===== src/rtl/tempo_pkg.sv =====
// Shared FSM state type, default tempo constants and the divider step record
// used by the tempo controller.
package tempo_pkg;

    typedef enum logic [1:0] {
        ST_IDLE,
        ST_DIV,
        ST_BCD,
        ST_DONE
    } state_t;

    localparam int unsigned CLK_HZ_DEF      = 50_000_000;
    localparam int unsigned BPM_MIN_DEF     = 40;
    localparam int unsigned BPM_MAX_DEF     = 240;
    localparam int unsigned BPM_DEFAULT_DEF = 120;

    function automatic logic [31:0] period_of(input int unsigned clk_hz,
                                              input int unsigned bpm_val);
        logic [63:0] cycles_per_min;
        cycles_per_min = 64'(clk_hz) * 64'd60;
        return 32'(cycles_per_min / 64'(bpm_val));
    endfunction

    localparam logic [31:0] PERIOD_RESET = period_of(CLK_HZ_DEF, BPM_DEFAULT_DEF);

    typedef struct packed {
        logic [7:0]  rem;
        logic [31:0] quo;
    } div_t;

endpackage


===== src/rtl/key_debounce.sv =====
// Active-low key debouncer: 2-FF synchroniser, stable-level counter and a
// single-cycle press pulse; the key must be released stably before re-arming.
module key_debounce #(
    parameter int unsigned DEBOUNCE_CYCLES = 1_000_000
) (
    input  logic clock,
    input  logic reset,
    input  logic key_n,
    output logic press
);
    localparam int CW = (DEBOUNCE_CYCLES > 1) ? $clog2(DEBOUNCE_CYCLES) : 1;
    localparam logic [CW-1:0] LAST = CW'(DEBOUNCE_CYCLES - 1);

    logic          sync1;
    logic          sync2;
    logic          armed;
    logic [CW-1:0] cnt;
    logic          level_ok;

    // Armed: waiting for a stable low. Disarmed: waiting for a stable high.
    assign level_ok = armed ? ~sync2 : sync2;
    assign press    = armed & level_ok & (cnt == LAST);

    always_ff @(posedge clock) begin
        if (reset) begin
            sync1 <= 1'b1;
            sync2 <= 1'b1;
            armed <= 1'b1;
            cnt   <= '0;
        end else begin
            sync1 <= key_n;
            sync2 <= sync1;
            if (!level_ok) begin
                cnt <= '0;
            end else if (cnt == LAST) begin
                cnt   <= '0;
                armed <= ~armed;
            end else begin
                cnt <= cnt + 1'b1;
            end
        end
    end

endmodule


===== src/rtl/tempo_controller.sv =====
// Tempo controller: debounced taps and switch presets set the BPM; one FSM
// then derives the beat period (restoring divider) and BCD display digits.
module tempo_controller
    import tempo_pkg::*;
#(
    parameter int unsigned CLK_HZ          = CLK_HZ_DEF,
    parameter int unsigned BPM_MIN         = BPM_MIN_DEF,
    parameter int unsigned BPM_MAX         = BPM_MAX_DEF,
    parameter int unsigned BPM_DEFAULT     = BPM_DEFAULT_DEF,
    parameter int unsigned DEBOUNCE_CYCLES = 1_000_000
) (
    input  logic        clock,
    input  logic        reset,
    input  logic [4:0]  preset,
    input  logic        tapup_n,
    input  logic        tapdown_n,
    output logic [7:0]  bpm,
    output logic [31:0] period,
    output logic        period_valid,
    output logic        period_update,
    output logic        busy,
    output logic [3:0]  hex100,
    output logic [3:0]  hex10,
    output logic [3:0]  hex0
);
    localparam logic [31:0] DIVIDEND     = 32'(64'(CLK_HZ) * 64'd60);
    localparam logic [31:0] RESET_PERIOD = period_of(CLK_HZ, BPM_DEFAULT);
    localparam logic [7:0]  MIN_B        = 8'(BPM_MIN);
    localparam logic [7:0]  MAX_B        = 8'(BPM_MAX);
    localparam logic [7:0]  DEF_B        = 8'(BPM_DEFAULT);
    localparam logic [3:0]  RST_H        = 4'(BPM_DEFAULT / 100);
    localparam logic [3:0]  RST_T        = 4'((BPM_DEFAULT / 10) % 10);
    localparam logic [3:0]  RST_U        = 4'(BPM_DEFAULT % 10);

    function automatic logic [7:0] sat_tap(input logic [7:0] cur, input logic up);
        if (up) begin
            return (cur >= MAX_B) ? MAX_B : cur + 8'd1;
        end
        return (cur <= MIN_B) ? MIN_B : cur - 8'd1;
    endfunction

    function automatic logic [7:0] sat_preset(input logic [4:0] sw);
        logic [9:0] raw;
        raw = 10'd60 + 10'(sw) * 10'd10;
        if (raw > 10'(BPM_MAX)) return MAX_B;
        if (raw < 10'(BPM_MIN)) return MIN_B;
        return raw[7:0];
    endfunction

    function automatic div_t div_iter(input div_t cur, input logic [7:0] dvs);
        logic [8:0] trial;
        div_t       nxt;
        trial = {cur.rem, cur.quo[31]};
        if (trial >= {1'b0, dvs}) begin
            nxt.rem = 8'(trial - {1'b0, dvs});
            nxt.quo = {cur.quo[30:0], 1'b1};
        end else begin
            nxt.rem = trial[7:0];
            nxt.quo = {cur.quo[30:0], 1'b0};
        end
        return nxt;
    endfunction

    // {hundreds, tens, units, binary}: add 3 to any digit >= 5, then shift.
    function automatic logic [19:0] dabble_step(input logic [19:0] v);
        logic [19:0] t;
        t = v;
        for (int i = 0; i < 3; i++) begin
            if (t[8+4*i +: 4] >= 4'd5) t[8+4*i +: 4] = t[8+4*i +: 4] + 4'd3;
        end
        return {t[18:0], 1'b0};
    endfunction

    logic [4:0]  preset_s1;
    logic [4:0]  preset_s2;
    logic [4:0]  preset_prev;
    logic        up_press;
    logic        dn_press;
    logic        preset_evt;
    logic [7:0]  bpm_new;
    logic        start;
    state_t      state;
    state_t      state_next;
    logic [4:0]  iter;
    logic        div_step;
    logic        bcd_step;
    logic        load_out;
    div_t        div_r;
    logic [19:0] dd;

    key_debounce #(.DEBOUNCE_CYCLES(DEBOUNCE_CYCLES)) u_tapup (
        .clock (clock),
        .reset (reset),
        .key_n (tapup_n),
        .press (up_press)
    );

    key_debounce #(.DEBOUNCE_CYCLES(DEBOUNCE_CYCLES)) u_tapdown (
        .clock (clock),
        .reset (reset),
        .key_n (tapdown_n),
        .press (dn_press)
    );

    // Preset beats taps; opposing taps cancel; unchanged BPM is not an event.
    always_comb begin
        preset_evt = (preset_s2 != preset_prev);
        bpm_new    = bpm;
        if (preset_evt) begin
            bpm_new = sat_preset(preset_s2);
        end else if (up_press && !dn_press) begin
            bpm_new = sat_tap(bpm, 1'b1);
        end else if (dn_press && !up_press) begin
            bpm_new = sat_tap(bpm, 1'b0);
        end
        start = (bpm_new != bpm);
    end

    always_comb begin
        state_next = state;
        div_step   = 1'b0;
        bcd_step   = 1'b0;
        load_out   = 1'b0;
        if (start) begin
            state_next = ST_DIV;
        end else begin
            case (state)
                ST_DIV: begin
                    div_step = 1'b1;
                    if (iter == 5'd31) state_next = ST_BCD;
                end
                ST_BCD: begin
                    bcd_step = 1'b1;
                    if (iter == 5'd7) state_next = ST_DONE;
                end
                ST_DONE: begin
                    load_out   = 1'b1;
                    state_next = ST_IDLE;
                end
                default: state_next = ST_IDLE;
            endcase
        end
    end

    always_ff @(posedge clock) begin
        if (reset) begin
            state         <= ST_IDLE;
            iter          <= '0;
            preset_s1     <= '0;
            preset_s2     <= '0;
            preset_prev   <= '0;
            bpm           <= DEF_B;
            period        <= RESET_PERIOD;
            hex100        <= RST_H;
            hex10         <= RST_T;
            hex0          <= RST_U;
            period_valid  <= 1'b1;
            period_update <= 1'b0;
            busy          <= 1'b0;
        end else begin
            state         <= state_next;
            preset_s1     <= preset;
            preset_s2     <= preset_s1;
            preset_prev   <= preset_s2;
            period_update <= load_out;
            if (start) begin
                bpm          <= bpm_new;
                busy         <= 1'b1;
                period_valid <= 1'b0;
                iter         <= '0;
            end else if (div_step || bcd_step) begin
                iter <= (state_next != state) ? 5'd0 : iter + 5'd1;
            end
            if (load_out) begin
                period       <= div_r.quo;
                hex100       <= dd[19:16];
                hex10        <= dd[15:12];
                hex0         <= dd[11:8];
                period_valid <= 1'b1;
                busy         <= 1'b0;
            end
        end
    end

    // Working registers; their content only matters between start and DONE.
    always_ff @(posedge clock) begin
        if (start) begin
            div_r <= '{rem: 8'd0, quo: DIVIDEND};
            dd    <= {12'd0, bpm_new};
        end else begin
            if (div_step) div_r <= div_iter(div_r, bpm);
            if (bcd_step) dd <= dabble_step(dd);
        end
    end

endmodule


===== config.mk =====
export PLATFORM = sky130hd
export DESIGN_NAME = tempo_controller
export DESIGN_NICKNAME = d
export VERILOG_FILES = /design/src/rtl/tempo_pkg.sv /design/src/rtl/key_debounce.sv /design/src/rtl/tempo_controller.sv
export SDC_FILE = /design/constraint.sdc
export NUM_CORES = 1
export LEC_CHECK = 0
export CAP_MARGIN = 20
export CORE_MARGIN = 2
export CORE_UTILIZATION = 50
export DETAILED_ROUTE_END_ITERATION = 7
export PLACE_DENSITY = 0.67
export SETUP_SLACK_MARGIN = 0.15
export SYNTH_ARGS = -nofsm -noshare
export SYNTH_HDL_FRONTEND = slang
export SYNTH_SLANG_ARGS = --single-unit

===== constraint.sdc =====
create_clock -name clock -period 5.45 [get_ports clock]
set_input_delay 1.3625 -clock clock [delete_from_list [all_inputs] [get_ports clock]]
set_output_delay 1.3625 -clock clock [all_outputs]
set_load 0.01 [all_outputs]

==> implementation parameters <==
Parameter                              Value

Synth
  Cell type contributing the most total cell area after synthesis ... sky130_fd_sc_hd__dfxtp_1
  Yosys warnings ... 0
  Async set-or-reset flop fraction in the synthesized netlist ... 0
  Most instantiated flip-flop cell in the synthesis netlist ... sky130_fd_sc_hd__dfxtp_1
  Average size of a mapped cell ... 8.870 um2
  Top post-synthesis cells by area ... sky130_fd_sc_hd__dfxtp_1 (39%), sky130_fd_sc_hd__mux2i_1 (8.6%), sky130_fd_sc_hd__nor2_1 (5.9%)
  Ranking of synthesized cells by instance count ... sky130_fd_sc_hd__dfxtp_1 (175), sky130_fd_sc_hd__nor2_1 (142), sky130_fd_sc_hd__mux2i_1 (78), sky130_fd_sc_hd__nand2_1 (61), sky130_fd_sc_hd__nand2b_1 (57)
  Post-synthesis cell count ... 1023
  Synthesized flop and latch total ... 183
  Register area share after synthesis ... 0.4126
  Syn_nets ... 1067
  Distinct cells, synth ... 70
  Count leader, synth ... sky130_fd_sc_hd__dfxtp_1
  Number of synthesized flops with an enable pin ... 8
  Area share of the largest cell type after synthesis ... 0.3861
  Area of the mapped netlist ... 9074 um2

Pwr
  Relative contribution of the clock network to total power ... 0.405
  Worst IR drop on VDD ... 0.2029 mV
  Power density relative to cell area ... 300.6 nW/um2
  Net switching power figure ... 919.4 uW
  Cell-internal power ... 2.240 mW
  Lkg Pwr ... 3.820 nW
  Combinational Power Share ... 0.136
  Sequential share of power ... 0.460
  Net Sw Frac ... 0.2910

STA
  Highest Clock Rate ... 0.1971 GHz
  Total Negative Setup Slacks ... 0 ns
  Final slew viol count ... 0
  Worst clock skew ... 0.02441 ns
  Worst hold slack ... 0.4107 ns
  Post-route fraction of the period consumed by the critical path ... 0.9311
  Finish-stage setup viols ... 0
  RSZ-0062 raised after global routing ... false
  Final Hold Viols ... 0
  Slew HR ... 0.4657
  Worst slew pin tran ... 0.8015 ns
  Final Critical Period ... 5.074 ns

GRT
  Antenna violations before repair ... 0
  Remaining global-route overflow ... 0
  All-Layer GR Usage ... 0.2011
  First-pass GRT wire length ... 32440 um
  Via count of the first global-routing pass ... 6605
  Largest net degree at the start of global routing ... 92

Detailed routing
  Post-route antenna net violation count ... 0
  Routed length per placed instance ... 14.79 um
  Total number of vias ... 7101
  Post-detailed-route DRC marker count ... 0
  DR iter-0 viols ... 563
  Final wirelength ... 19330 um
  First drt pass iteration count ... 5
  Avg Vias per Cell ... 5.433

Setup path
  Slowest library cell on the worst path ... sky130_fd_sc_hd__or4b_4
  Peak fanout along the critical path ... 35
  Startpoint-to-endpoint class of the critical path ... reg -> reg
  Endpoint kind of the worst setup timing path ... flop
  Chain of cells forming the critical path ... ha_1 -> ha_1 -> fa_1 -> nor4_2 -> nor3_1 -> or3_4 -> nand4_2 -> or4b_1 -> and3_1 -> or4b_4 -> or4_4 -> buf_4 -> o21ba_1
  Delay of the slowest cell on the worst path ... 0.64 ns
  Worst setup SP type ... flop
  Worst path arrival time ... 5.41 ns
  Cell repeated most along the worst path ... sky130_fd_sc_hd__ha_1
  Worst R2R Path Depth ... 13
  Required time at the worst-slack endpoint ... 5.79 ns

Floorplanning
  Top-Level Pins ... 64
  Initial core utilization ... 0.5068
  Area of the die ... 19240 um2
  Total number of placement rows ... 49
  Die Width ... 138.7 um
  Die H ... 138.7 um
  Core region area ... 17900 um2

Clocking
  H-tree Lvls ... 4
  Root cell of the clock tree ... sky130_fd_sc_hd__clkbuf_16
  Hold buffers post-CTS ... 0
  Clk buf depth ... 2
  Number of clock buffers inserted by TritonCTS ... 17
  Number of clock sinks seen by CTS ... 183
  TritonCTS clock tree ... yes
  Post-CTS clock slew at the launch and capture registers of the worst setup and hold paths ... 0.07 ns
  Skew-Pair Late Insertion Delay ... 0.45 ns

Placement
  Port buffer count ... 63
  RePlAce Congestion ... 0.9071
  Total half-perimeter wirelength after legalization and detailed placement ... 13080 um

Final layout
  Total Nets Final ... 1109
  Storage cell area ... 3744 um2
  Antenna Cells ... 0
  Share of cells above drive strength 1 ... 0.06308
  Growth of design area from synthesis to finish ... 15.84%
  Final-layout fill cell count ... 1618
  Area taken by multi-input logic gates ... 5030 um2

Status
  Outcome ... finished clean

Hold path
  Worst hold path class ... reg -> reg
  Number of cells on the worst hold path ... 1

Job
  Count of max-cap constraint violations ... 0
metal layers:
metal,track usage,part of all wire,vias to the layer above
met5,0,0,-
li1,-,-,3647
met1,0.2884,0.50,3253
met4,0.05795,0.0091,0
met3,0.04247,0.050,19
met2,0.3075,0.44,182
repair_timing:
action / CTS / global route
buffers inserted: 0 / 0
resized for setup: 0 / 2
setup endpoints to repair: 0 / 41
logic make-up after synthesis:
group | Yosys count | share of synthesized area
AO/OA/AOI/OAI | 146 | 0.1048
XOR/XNOR | 55 | 0.05309
adder cells (fa/ha/maj) | 35 | 0.04992
buffers and inverters | 83 | 0.03668
flip-flops | 183 | 0.4126
multiplexers | 85 | 0.09473
AND/OR/NAND/NOR | 436 | 0.2482
worst max-delay path, delay by kind of cell (launching register included):
family / cells / cell delay, ns
and+or+nand+nor: 8 / 2.97
adders and majority gates: 3 / 1.03
DFF: 1 / 0.48
buffers and inverters: 1 / 0.30
AOI/OAI and AO/OA: 1 / 0.22
power groups by stage:
| stage | sequential, mW | combinational (mW) | clock (mW) |
|---|---|---|---|
| 4_1_cts | 1.45 | 0.413 | 1.31 |
| 5_1_grt | 1.46 | 0.475 | 1.36 |
| 6_report | 1.45 | 0.429 | 1.28 |
| 2_1_floorplan | 1.46 | 0.326 | 0 |
| 3_3_place_gp | 1.48 | 0.407 | 0 |
| 3_5_place_dp | 1.48 | 0.411 | 0 |
layout make-up:
type,count,area share
Clock buffer,17,0.04047
Clock inverter,15,0.01881
Inverter,34,0.01214
Multi-Input combinational cell,758,0.4785
Sequential cell,183,0.3561
Tap cell,229,0.02726
Timing Repair Buffer,71,0.06666
registers in the layout, indices dropped and copies added (netlist names), 5 cells and up:
| name | cells |
|---|---|
| div_r | 40 |
| period | 32 |
| dd | 20 |
| u_tapdown.cnt | 20 |
| u_tapup.cnt | 20 |
| bpm | 8 |
| iter | 5 |
| preset_prev | 5 |
| preset_s1 | 5 |
| preset_s2 | 5 |
metrics by stage:
step	util	std cells	power, mW	setup slack [ns]	area [um2]
after global routing	0.5872	1307	3.294	0.1265	10510
final	0.5872	1307	3.159	0.3757	10510
after global placement	0.5509	1273	1.891	0.2644	9862
after detailed placement	0.5509	1273	1.893	0.2265	9862
after floorplan	-	1023	1.783	0.6637	9074
after CTS	0.5857	1305	3.173	0.1879	10490
final timing paths:
check,start,end,slack (ns)
setup / recovery,preset_s2[1],state[0],0.38
hold / removal,u_tapup.sync1,u_tapup.sync2,0.41
setup reg to reg,preset_s2[1],state[0],0.38
hold reg to reg,u_tapup.sync1,u_tapup.sync2,0.41
layout by cell type (no fill, tap or decap), types with 6 or more instances in the layout:
cell type / instances
sky130_fd_sc_hd__nor3b_1: 6
sky130_fd_sc_hd__clkbuf_16: 17
sky130_fd_sc_hd__edfxtp_1: 8
sky130_fd_sc_hd__nand3_1: 33
sky130_fd_sc_hd__a21oi_1: 43
sky130_fd_sc_hd__and3_1: 15
sky130_fd_sc_hd__a211oi_1: 15
sky130_fd_sc_hd__nand4_1: 13
sky130_fd_sc_hd__ha_1: 32
sky130_fd_sc_hd__nor2b_1: 27
sky130_fd_sc_hd__mux2i_1: 78
sky130_fd_sc_hd__xnor2_1: 27
sky130_fd_sc_hd__or4_1: 7
sky130_fd_sc_hd__nor3_1: 26
sky130_fd_sc_hd__nand2b_1: 57
sky130_fd_sc_hd__nor2_1: 142
sky130_fd_sc_hd__dfxtp_1: 175
sky130_fd_sc_hd__mux2_1: 7
sky130_fd_sc_hd__xor2_1: 28
sky130_fd_sc_hd__nand2_1: 61
sky130_fd_sc_hd__clkdlybuf4s50_1: 62
sky130_fd_sc_hd__inv_1: 34
sky130_fd_sc_hd__o21ai_0: 30
sky130_fd_sc_hd__buf_4: 8
sky130_fd_sc_hd__and2_1: 6
sky130_fd_sc_hd__or2_2: 10
sky130_fd_sc_hd__o31ai_1: 6
(Power assumes the default switching activity.)
